===== src/rtl/stream_pair_scheduler.sv =====
// stream_pair_scheduler: packet-granular round-robin merge of two AXI-Stream
// inputs onto one registered output stream, with packet and frame accounting.
// A grant covers PACKET_SIZE accepted beats. The next grant is chosen on the
// edge that accepts the last beat, so back-to-back packets have no bubble.
module stream_pair_scheduler #(
    parameter int DW          = 128,
    parameter int PACKET_SIZE = 2,
    parameter int FRAME_SIZE  = 256,
    parameter int CNT_W       = 32
) (
    input  logic             clk,
    input  logic             resetn,
    input  logic             enable,
    input  logic [DW-1:0]    axis_in1_tdata,
    input  logic             axis_in1_tvalid,
    output logic             axis_in1_tready,
    input  logic [DW-1:0]    axis_in2_tdata,
    input  logic             axis_in2_tvalid,
    output logic             axis_in2_tready,
    output logic [DW-1:0]    axis_out_tdata,
    output logic             axis_out_tvalid,
    input  logic             axis_out_tready,
    output logic             axis_out_tsrc,
    output logic             axis_out_tlast,
    output logic [CNT_W-1:0] packet_count,
    output logic             frame_done
);

    localparam int BW = (PACKET_SIZE > 1) ? $clog2(PACKET_SIZE) : 1;
    localparam int FW = (FRAME_SIZE > 1) ? $clog2(FRAME_SIZE) : 1;
    localparam logic [BW-1:0] LAST_BEAT       = BW'(PACKET_SIZE - 1);
    localparam logic [FW-1:0] LAST_FRAME_BEAT = FW'(FRAME_SIZE - 1);

    typedef enum logic [1:0] {
        IDLE = 2'd0,
        GNT1 = 2'd1,
        GNT2 = 2'd2
    } state_t;

    state_t        state_reg, state_next;
    logic [1:0]    last_grant_reg, last_grant_next;   // 1 = in1, 2 = in2
    logic [BW-1:0] beat_cnt_reg;
    logic [FW-1:0] frame_cnt_reg;

    logic out_free;
    logic accept1;
    logic accept2;
    logic accept;
    logic last_beat;
    logic out_hs;

    // The output register can take a new beat when empty or draining this cycle.
    assign out_free        = !axis_out_tvalid || axis_out_tready;
    assign axis_in1_tready = (state_reg == GNT1) && out_free;
    assign axis_in2_tready = (state_reg == GNT2) && out_free;
    assign accept1         = axis_in1_tvalid && axis_in1_tready;
    assign accept2         = axis_in2_tvalid && axis_in2_tready;
    assign accept          = accept1 || accept2;
    assign last_beat       = (beat_cnt_reg == LAST_BEAT);
    assign out_hs          = axis_out_tvalid && axis_out_tready;

    // Arbitrate when idle or when the last beat of a packet is being accepted.
    always_comb begin
        state_next      = state_reg;
        last_grant_next = last_grant_reg;
        if ((state_reg == IDLE) || (accept && last_beat)) begin
            if (!enable) begin
                state_next = IDLE;
            end else if (axis_in1_tvalid && axis_in2_tvalid) begin
                if (last_grant_reg == 2'd2) begin
                    state_next      = GNT1;
                    last_grant_next = 2'd1;
                end else begin
                    state_next      = GNT2;
                    last_grant_next = 2'd2;
                end
            end else if (axis_in1_tvalid) begin
                state_next      = GNT1;
                last_grant_next = 2'd1;
            end else if (axis_in2_tvalid) begin
                state_next      = GNT2;
                last_grant_next = 2'd2;
            end else begin
                state_next = IDLE;
            end
        end
    end

    // Grant state, round-robin memory and beat position within the packet.
    always_ff @(posedge clk or negedge resetn) begin
        if (!resetn) begin
            state_reg      <= IDLE;
            last_grant_reg <= 2'd2;
            beat_cnt_reg   <= '0;
        end else begin
            state_reg      <= state_next;
            last_grant_reg <= last_grant_next;
            if (accept) begin
                beat_cnt_reg <= last_beat ? '0 : beat_cnt_reg + BW'(1);
            end
        end
    end

    // Output register: load on accept, empty on a handshake, hold while stalled.
    always_ff @(posedge clk or negedge resetn) begin
        if (!resetn) begin
            axis_out_tdata  <= '0;
            axis_out_tvalid <= 1'b0;
            axis_out_tsrc   <= 1'b0;
            axis_out_tlast  <= 1'b0;
            packet_count    <= '0;
        end else begin
            if (accept) begin
                axis_out_tdata  <= accept2 ? axis_in2_tdata : axis_in1_tdata;
                axis_out_tsrc   <= accept2;
                axis_out_tlast  <= last_beat;
                axis_out_tvalid <= 1'b1;
                if (last_beat) begin
                    packet_count <= packet_count + CNT_W'(1);
                end
            end else if (axis_out_tready) begin
                axis_out_tvalid <= 1'b0;
            end
        end
    end

    // Frame accounting on output handshakes; frame_done pulses after the last one.
    always_ff @(posedge clk or negedge resetn) begin
        if (!resetn) begin
            frame_cnt_reg <= '0;
            frame_done    <= 1'b0;
        end else begin
            frame_done <= 1'b0;
            if (out_hs) begin
                if (frame_cnt_reg == LAST_FRAME_BEAT) begin
                    frame_cnt_reg <= '0;
                    frame_done    <= 1'b1;
                end else begin
                    frame_cnt_reg <= frame_cnt_reg + FW'(1);
                end
            end
        end
    end

endmodule


===== config.mk =====
export PLATFORM = sky130hd
export DESIGN_NAME = stream_pair_scheduler
export DESIGN_NICKNAME = d
export VERILOG_FILES = /design/src/rtl/stream_pair_scheduler.sv
export SDC_FILE = /design/constraint.sdc
export NUM_CORES = 1
export LEC_CHECK = 0
export CELL_PAD_IN_SITES_DETAIL_PLACEMENT = 2
export CELL_PAD_IN_SITES_GLOBAL_PLACEMENT = 2
export CORE_MARGIN = 5
export CORE_UTILIZATION = 23
export DETAILED_ROUTE_END_ITERATION = 12
export HOLD_SLACK_MARGIN = 0.03
export PLACE_DENSITY_LB_ADDON = 0.1
export SLEW_MARGIN = 10
export SYNTH_ARGS = -nofsm -noshare
export SYNTH_HDL_FRONTEND = slang
export SYNTH_SLANG_ARGS = --single-unit
export TNS_END_PERCENT = 5

===== constraint.sdc =====
create_clock -name clk -period 1.86 [get_ports clk]
set_input_delay 0.372 -clock clk [delete_from_list [all_inputs] [get_ports clk]]
set_output_delay 0.372 -clock clk [all_outputs]
set_load 0.01 [all_outputs]

; Word-level counts from Yosys, hierarchy flattened
; Cells that the tools add are included.
[totals]
regBits = 177
out_inout_bits = 166
[classes]
add_sub_neg = 3
n_eq_ne = 4
mux = 15
reduce_logical = 16
[op_table]
columns = operator, count
row1 = 128-bit two-way mux, 1
row2 = "32-bit by 1-bit adder with 32-bit output, second input constant", 1
row3 = 2-bit two-way mux, 8
row4 = "8-bit by 1-bit adder with 8-bit output, second input constant", 1
row5 = "8-bit == test, second input constant", 1
row6 = 8-bit two-way mux, 1
row7 = 1-bit logical AND, 7
row8 = 1-bit two-way mux, 5
row9 = "2-bit == test, second input constant", 2
row10 = 1-bit logical OR, 3
row11 = 3-bit AND reduction, 1
row12 = 3-bit nonzero test, 1
row13 = "2-bit by 1-bit == test with 1-bit output, second input constant", 1
row14 = 2-bit zero test, 1
row15 = 2-bit AND reduction, 1
row16 = 2-bit nonzero test, 1
row17 = "1-bit adder, second input constant", 1
row18 = 1-bit zero test, 1

; Depth between registers and ports, before layout
; Gate-level depths: netlist of run 1.
[depth]
depth_word = 8
ltp_mapped = 8
ltp_nobuf = 5

; Least setup slack after synthesis of run 1
; No wires, ideal clock.
[synth_timing]
kind = reg-to-reg
from = register axis_out_tvalid
to = register axis_out_tdata[19]
setup_ns = 0.132
arrival_time_ns = 1.483
path_slack_ns = 0.245
path_stages_with_launch = 8
path_buffers = 3
synth_period_minus_slack_ns = 1.615
path_cell_list = dfrtp_1 nand2b_1 buf_2 nand4b_2 buf_2 buf_2 mux2i_1 o21ai_1
[synth_between]
elab_chain_cells = 5
elab_cells_between_ends = 8
cone_classes = 1 x mux / 7 x reduce/logical
[synth_rtl]
columns = element, line
row1 = "start, declared", 21  ; output logic axis_out_tvalid,
row2 = "start signal, assigned", 108  ; axis_out_tvalid <= 1'b0;
row3 = "start signal, assigned", 117  ; axis_out_tvalid <= 1'b1;
row4 = "start signal, assigned", 122  ; axis_out_tvalid <= 1'b0;
row5 = 1-bit zero test (*), 53  ; assign out_free = !axis_out_tvalid || axis_out_tready;
row6 = 1-bit logical OR (*), 53
row7 = "1-bit logical AND, on equally long branches", "55, 54"
row8 = "1-bit logical AND, on equally long branches", "57, 56"
row9 = 128-bit two-way mux or 1-bit logical OR (tied branches), "114, 58"
row10 = "end signal, assigned", 114  ; axis_out_tdata <= accept2 ? axis_in2_tdata : axis_in1_tdata;
row11 = "end, declared", 20  ; output logic [DW-1:0] axis_out_tdata,
; Every way passes the cells marked *; elsewhere a longest branch is shown, timed or not.
; A chain may end at the register's enable or synchronous reset.

; Worst setup path in the final report of run 1
[layout_timing]
from = register axis_out_tvalid
to = output axis_in2_tready
[layout_between]
elab_chain_cells = 3
[layout_rtl]
columns = element, line
row1 = 1-bit zero test, 53
row2 = 1-bit logical OR, 53
row3 = 1-bit logical AND, 55  ; assign axis_in2_tready = (state_reg == GNT2) && out_free;
row4 = "end, declared", 19  ; output logic axis_in2_tready,
; No other way between the ends.

==> results of run 1 <==
==> cell type report <==
type / instances / area share
inverters: 12 / 0.00315
flip-flops and latches: 177 / 0.311
multi-input cells: 533 / 0.246
diodes: 3 / 0.000526
clock buffers: 26 / 0.0350
clock inverters: 5 / 0.00368
well taps: 461 / 0.0404
repair buffers: 513 / 0.360
==> what timing repair did <==
item,in CTS,in global routing
endpoints found under the setup margin,14,46
hold buffers,1,0
buffers inserted,0,1
endpoints found under the hold margin,14,0
pin swaps,1,1
gates resized for setup,19,15
==> cells in the mapped netlist, types with 2 or more instances <==
library cell,count,area share
a311oi_1,3,0.0032
and3_1,4,0.0030
and3b_1,2,0.0021
and4_1,6,0.0063
buf_2,20,0.012
buf_4,4,0.0036
buf_6,13,0.018
clkbuf_1,12,0.0054
dfrtp_1,176,0.53
ha_1,2,0.0030
inv_1,12,0.0054
mux2_2,2,0.0027
mux2i_1,128,0.15
nand2_1,146,0.066
nand2b_1,2,0.0015
nand3_1,13,0.0079
nand4_1,2,0.0015
nand4_2,2,0.0030
nor2_1,10,0.0045
nor3_1,15,0.0091
nor3b_1,2,0.0018
nor4_1,8,0.0060
nor4_2,4,0.0060
o211ai_4,2,0.0051
o21ai_0,9,0.0054
o21ai_1,120,0.072
xnor2_1,11,0.012
xor2_1,27,0.029
==> final timing paths <==
path | endpoint | slack [ps] | cells past startpoint
setup / recovery | axis_in2_tready | 20 | 3
hold / removal | packet_count[18] | 370 | 2
setup reg to reg | axis_out_tdata[45] | 100 | 7
hold reg to reg | frame_cnt_reg[6] | 470 | 1
max in group asynchronous | axis_out_tdata[81] | 870 | 3
min in group clk | frame_cnt_reg[6] | 470 | 1
==> routing by layer <==
metal,share of wire,wire length (um),vias up
met2,0.53,18400,200
met3,0.081,2790,29
met1,0.37,12700,3666
met5,0.00020,7,-
met4,0.020,689,2
li1,-,-,3630
==> logic make-up (layout without fill, tap and decap cells) <==
family                   after synthesis  in the layout  synth area share
buffers and inverters                 62            556            0.0447
other                                  0              3                 0
AND/OR/NAND/NOR                      219            219             0.123
XOR/XNOR                              38             38            0.0402
flip-flops                           177            177             0.535
multiplexers                         130            130             0.157
AO/OA/AOI/OAI                        144            144            0.0974
adder cells (fa/ha/maj)                2              2           0.00302
==> metrics by stage <==
stage                     setup TNS [ps]  instance area, um^2  hold slack, ps   util  setup slack (ps)
after floorplan                        0                 8290            76.4      -               245
after global placement            -43170                13700             256  0.384              -507
after detailed placement          -45490                13700             254  0.384              -495
after CTS                           -125                14200             339  0.400             -65.1
after global routing               -56.7                14300             356  0.401             -54.5
final                                  0                14300             371  0.401              24.0
==> cells in the final DEF (no fill, tap or decap), drive strengths merged, types with 3 or more instances in the layout <==
cell type      Yosys  layout
clkdlybuf4s50      0     407
nand2            146     146
and4               6       6
clkinv             0       3
dlymetal6s2s       0       8
nor2              10      10
buf               38      86
nand3             14      14
inv               12      12
a311oi             3       3
mux2i            128     128
dlygate4sd2        0       9
nor3              15      15
nor4              12      12
xor2              27      27
clkbuf            12      27
xnor2             11      11
and3               4       4
diode              0       3
dfrtp            176     176
o21ai            130     130
nand4              4       4
==> report_power, final <==
part / internal (uW) / switching [uW]
clock network: 1980 / 1540
logic: 5170 / 4580
registers: 5390 / 876
total: 12500 / 7000
==> summary by stage, run 1 <==
Finish
The register with the most flip-flops in the layout has 128 of them. Relative to the synthesized area, the layout overhead comes to 72.3%. The final-stage net count is 1,518.

Of the cells placed in the final design, the portion with a size suffix greater than 1 is 0.108. The layout has 3,798 filler cells. In the final layout, the multi-input gates occupy 3510 um^2. The area taken by flip-flops and latches is 4440 um^2. The finished layout holds 1,730 standard cells, fillers aside.

Detailed routing
After detailed routing, the average wire length per cell comes to 20.0 um. The count of antenna-violating nets left after detailed routing is 0. For this run, design rule violations remaining after detail routing come to 0. The via count is 7,527. The routed design has 34,600 um of wire. After detailed routing, the number of vias per cell comes to 4.35. The violation count after the first detailed-route iteration is 140. The first TritonRoute pass finished after 4 iterations.

GRT
The number of antenna violations at the first check in global routing came to 4. For met1 alone, demand over resource in global routing was 0.191. The number of global-route vias before repair is 8,728. Global routing finished with a remaining overflow of 0.

Entering global routing, the biggest net connects 60 pins. The met2 track utilization from global routing is 0.307. The first global-routing pass estimated 52,100 um of wire.

met2 is the most crowded layer. The global-route usage over all layers is 0.172. The global routing usage on met3 is 0.0693.

CTS
The clock-pin slew reported for the worst setup and hold paths after clock tree synthesis is 70 ps. The TritonCTS clock tree is built. The longest clock path from root to sink contains 2 buffers.

The tree is rooted in a clkbuf_16. The H-tree level count is 4. Clock latency on the worst-skew pair, taken at its later pin, is 430 ps. The CTS sink count is 177. The number of buffers created by CTS is 17.

Synthesis
The synthesized area divided by synthesized cell count is 10.7 um^2. The flop and latch count out of synthesis is 177. The fraction of synthesis flops using an asynchronous set or reset pin is 1.00. The post-synthesis instance area is 8290 um^2. The number of warnings issued by yosys is 0. The synthesized netlist cell count is 772. The number of synthesized flops with an enable pin is 0. The number of distinct library cells after synthesis is 43. The predominant post-synthesis flop cell is dfrtp_1. The synthesized net count is 1,036. For this run, the register share of the synthesized area comes to 0.535.

Power
The static leakage is 0.00696 uW. Power comes to 19,500 uW. IR analysis of the VDD net gives a maximum drop of 0.656 mV. The power per cell area is 1370 nW/um^2.

Flow run
Max-cap violations in this run came to 0.

Setup path
The largest fanout on the critical path is 2. The launching element type of the critical path is a register. Counting both buffers and inverters, the worst setup path holds a total of 1. The path type of the worst setup path is reg2out. The worst setup path is captured at an output port. The top cell family by delay on the critical path is simple AND/OR/NAND/NOR gates. The critical path's slowest cell is dfrtp_1.

The arrival time at the worst endpoint is 1460 ps. Traced cell by cell, the critical path runs through nor2b_2 -> nor3b_2 -> clkdlybuf4s15_1. At the worst endpoint, the required time is 1490 ps.

On the worst path, the slowest cell contributes a delay of 370 ps. The start point of the critical path is axis_out_tvalid. The launch point of the worst reg-to-reg path is state_reg[1].

Die
The number of cell rows is 69. The core region is 35,600 um^2. The initial core utilization is 0.233.

The floorplan step set the die height to 200 um. The die outline width is 200 um. The count of boundary I/O pins is 428. The die covers 39,900 um^2.

Place
The placed cell count is 1,694. Once detailed placement completed, the half-perimeter wirelength came to 28,200 um. The count of port buffers added during placement is 427. The routability-driven placement congestion ratio is 0.744.

Worst hold path
In this run the worst hold path is classified as in2async.

STA
The final-report max-slew violation count is 0. At the pin with the least slew margin, the transition time is 381 ps. The count of final setup violators is 0.

The number of hold violations in the final report is 0. The worst relative slew slack is 0.744. The clock period minus final worst setup slack is 1840 ps. For this run, the top clock speed supported by timing is 0.545 GHz. The post-route fraction of the period consumed by the critical path is 0.987. Across the routed clock network, the largest skew measured is 7.12 ps.

Outcome
The run finished with clean final reports.
No activity file was read; power rests on OpenSTA's default activity.
==> run 2: changes to the inputs <==
- SKIP_LAST_GASP: not set -> 1
==> summary by stage, run 2 (synthesis gave the netlist of run 1 again) <==
Place
Input and output buffers added on the ports amount to 427. Once placement finished, the instance area stood at 13,700 um^2. The routability-driven placement congestion ratio is 0.744. Once detailed placement completed, the half-perimeter wirelength came to 28,200 um.

Detailed routing
For this run, design rule violations remaining after detail routing come to 0. The post-detailed-route wirelength per cell is 20.0 um. For this block, the routed nets add up to 34,600 um of wire. The count of nets left with antenna violations once routing finished came out at 0. The first routing iteration left 133 violations. The via count is 7,547. The detailed-router iteration count before antenna repair is 4. Using the TritonRoute via totals, the vias-per-cell ratio works out to 4.36.

Flow run
The number of max-cap violations is 0.

Finish
The share of final-layout standard cells stronger than drive strength 1 is 0.104. Fill cells in the final layout number 3,799. In the layout the commonest cells are clkdlybuf4s50_1, dfrtp_1, nand2_1.

The core utilization of the finished layout is 0.401. The layout-stage area growth over the synthesis result is 72.0%. Leaving out fill and tap cells, the most frequent cell in the layout is clkdlybuf4s50_1. The final layout contains 1,517 nets. The area used by multi-input combinational logic is 3500 um^2. The register with the most flip-flops in the layout has 128 of them. The area taken by flip-flops and latches is 4430 um^2. The area of all placed cells without fillers is 14,300 um^2.

Setup path
Of all nets on the critical path, the largest fanout is 3. The arrival time at the worst endpoint is 1510 ps. STA puts the critical path data required time at 1490 ps. The worst setup path is of the in2out kind. For this run, the slowest stage of the critical path takes 500 ps. On the critical path, the stage with the largest delay is an instance of clkdlybuf4s50_1. The launching element type of the critical path is a primary input. The kind of end point of the critical path is an output port. Walking the worst path, the cells encountered are clkdlybuf4s50_1 -> nor2b_1 -> nor3b_2 -> buf_4 -> clkdlybuf4s15_2.

GRT
The leftover overflow at the end of global routing is 0. The number of global-route vias before repair is 8,727. The maximum number of pins on one net before global-route repair is 60. The wire length of the first global-routing pass is 52,100 um. For this run, the total global-route usage over all layers was measured as 0.172. The number of antenna violations at the first check in global routing is 4.

STA
The clock period minus final worst setup slack is 1880 ps. Setup repair after global routing could not meet its margin everywhere. The summed negative setup slack over all endpoints is -51.5 ps. For the pin with the worst max-slew slack, the measured transition is 384 ps. The top achievable clock speed is 0.532 GHz.

The worst relative slew slack is 0.742. The number of hold violations in the final report is 0. In the finished design, the share of the clock period the worst path needs comes to 1.01. The worst path setup slack after routing is -18.8 ps. The worst clock skew is 7.11 ps.

The final-report max-slew violation count came to 0. Hold is met by 371 ps. Setup violations remaining at the end of the flow were counted as 3.

Outcome
The checks that failed: setup timing. The flow ran to the end, but the final reports show violations.

CTS
The clock-pin slew reported for the worst setup and hold paths after clock tree synthesis is 60 ps. The number of buffers created by CTS is 17. The maximum clock insertion buffer count is 2.

The count of buffers added by post-CTS timing repair for setup is 0. The H-tree generated during clock tree synthesis spans 4 levels. The tree built by TritonCTS fans out to 177 sinks.

The root cell of the clock tree is clkbuf_16. The clock latency of the later-clocked register in the worst-skew pair is 430 ps. TritonCTS built the clock tree.

Power
The analysis attributes to cell leakage a power of 0.00683 uW. Across the VDD grid, the largest voltage drop is 0.655 mV. Power spread over the standard cell area amounts to 1370 nW/um^2.

Die
The initial core utilization is 0.233. The number of cell rows is 69. The die is 200 um wide. The area enclosed by the die boundary is 39,900 um^2. 428 I/O pins were placed. From bottom edge to top edge, the die measures 200 um. The placeable core region is 35,600 um^2.

Worst hold path
The type of the tightest min-delay check is in2async.
==> run 2: changes by cell type in the layout (fill, tap and decap cells not counted), moves of 2 or more <==
cell / previous run / this run
dfrtp_1: 171 / 173
dlygate4sd2_1: 9 / 1
dlymetal6s2s_1: 8 / 2
clkdlybuf4s50_1: 407 / 422
dfrtp_2: 5 / 3
==> run 2: per-layer routing <==
layer,GRT usage,share of wire
met1,0.190,0.37
met2,0.307,0.53
met3,0.0693,0.080
met4,0.0481,0.020
met5,0,0.00020
==> run 2: what timing repair did <==
item | CTS | global route
setup endpoints to repair | 14 | 55
hold buffers | 1 | 0
pin swaps | 1 | 0
resized for setup | 8 | 3
hold endpoints to repair | 14 | 0
==> run 2: cell type report <==
type                            instances  share of cell area
Clock inverter                          5             0.00369
Antenna cell                            3            0.000527
Timing Repair Buffer                  512               0.360
Clock buffer                           26              0.0350
Multi-Input combinational cell        533               0.246
Sequential cell                       177               0.311
Tap cell                              461              0.0405
Inverter                               12             0.00316
==> run 2: worst paths after layout <==
kind | from | to | slack [ps] | cells after the start
min | resetn | packet_count[18] | 370 | 2
max | axis_out_tready | axis_in1_tready | -20 | 5
min in group clk | frame_cnt_reg[6] | frame_cnt_reg[6] | 470 | 1
max reg2reg | axis_out_tvalid | axis_out_tdata[48] | 50 | 7
max in group asynchronous | resetn | axis_out_tdata[81] | 870 | 3
min reg2reg | frame_cnt_reg[6] | frame_cnt_reg[6] | 470 | 1
==> run 2: power by group <==
| part | switching [uW] | total (uW) | internal (uW) | leakage (uW) |
|---|---|---|---|---|
| registers | 874 | 6270 | 5390 | 0.00221 |
| clock network | 1540 | 3520 | 1980 | 0.000270 |
| logic | 4570 | 9750 | 5180 | 0.00435 |
==> run 2: worst max-delay path: cells and delay by family <==
family / cells / cell delay (ps)
AND/OR/NAND/NOR: 2 / 280
buffers and inverters: 3 / 850
==> run 2: through the flow <==
step	std cells	worst slack [ps]	total power, uW
2_1_floorplan	772	245	10500
3_3_place_gp	1694	-507	16000
3_5_place_dp	1694	-495	16300
4_1_cts	1726	-68.3	20000
5_1_grt	1726	-85.3	21000
6_report	1729	-18.8	19500
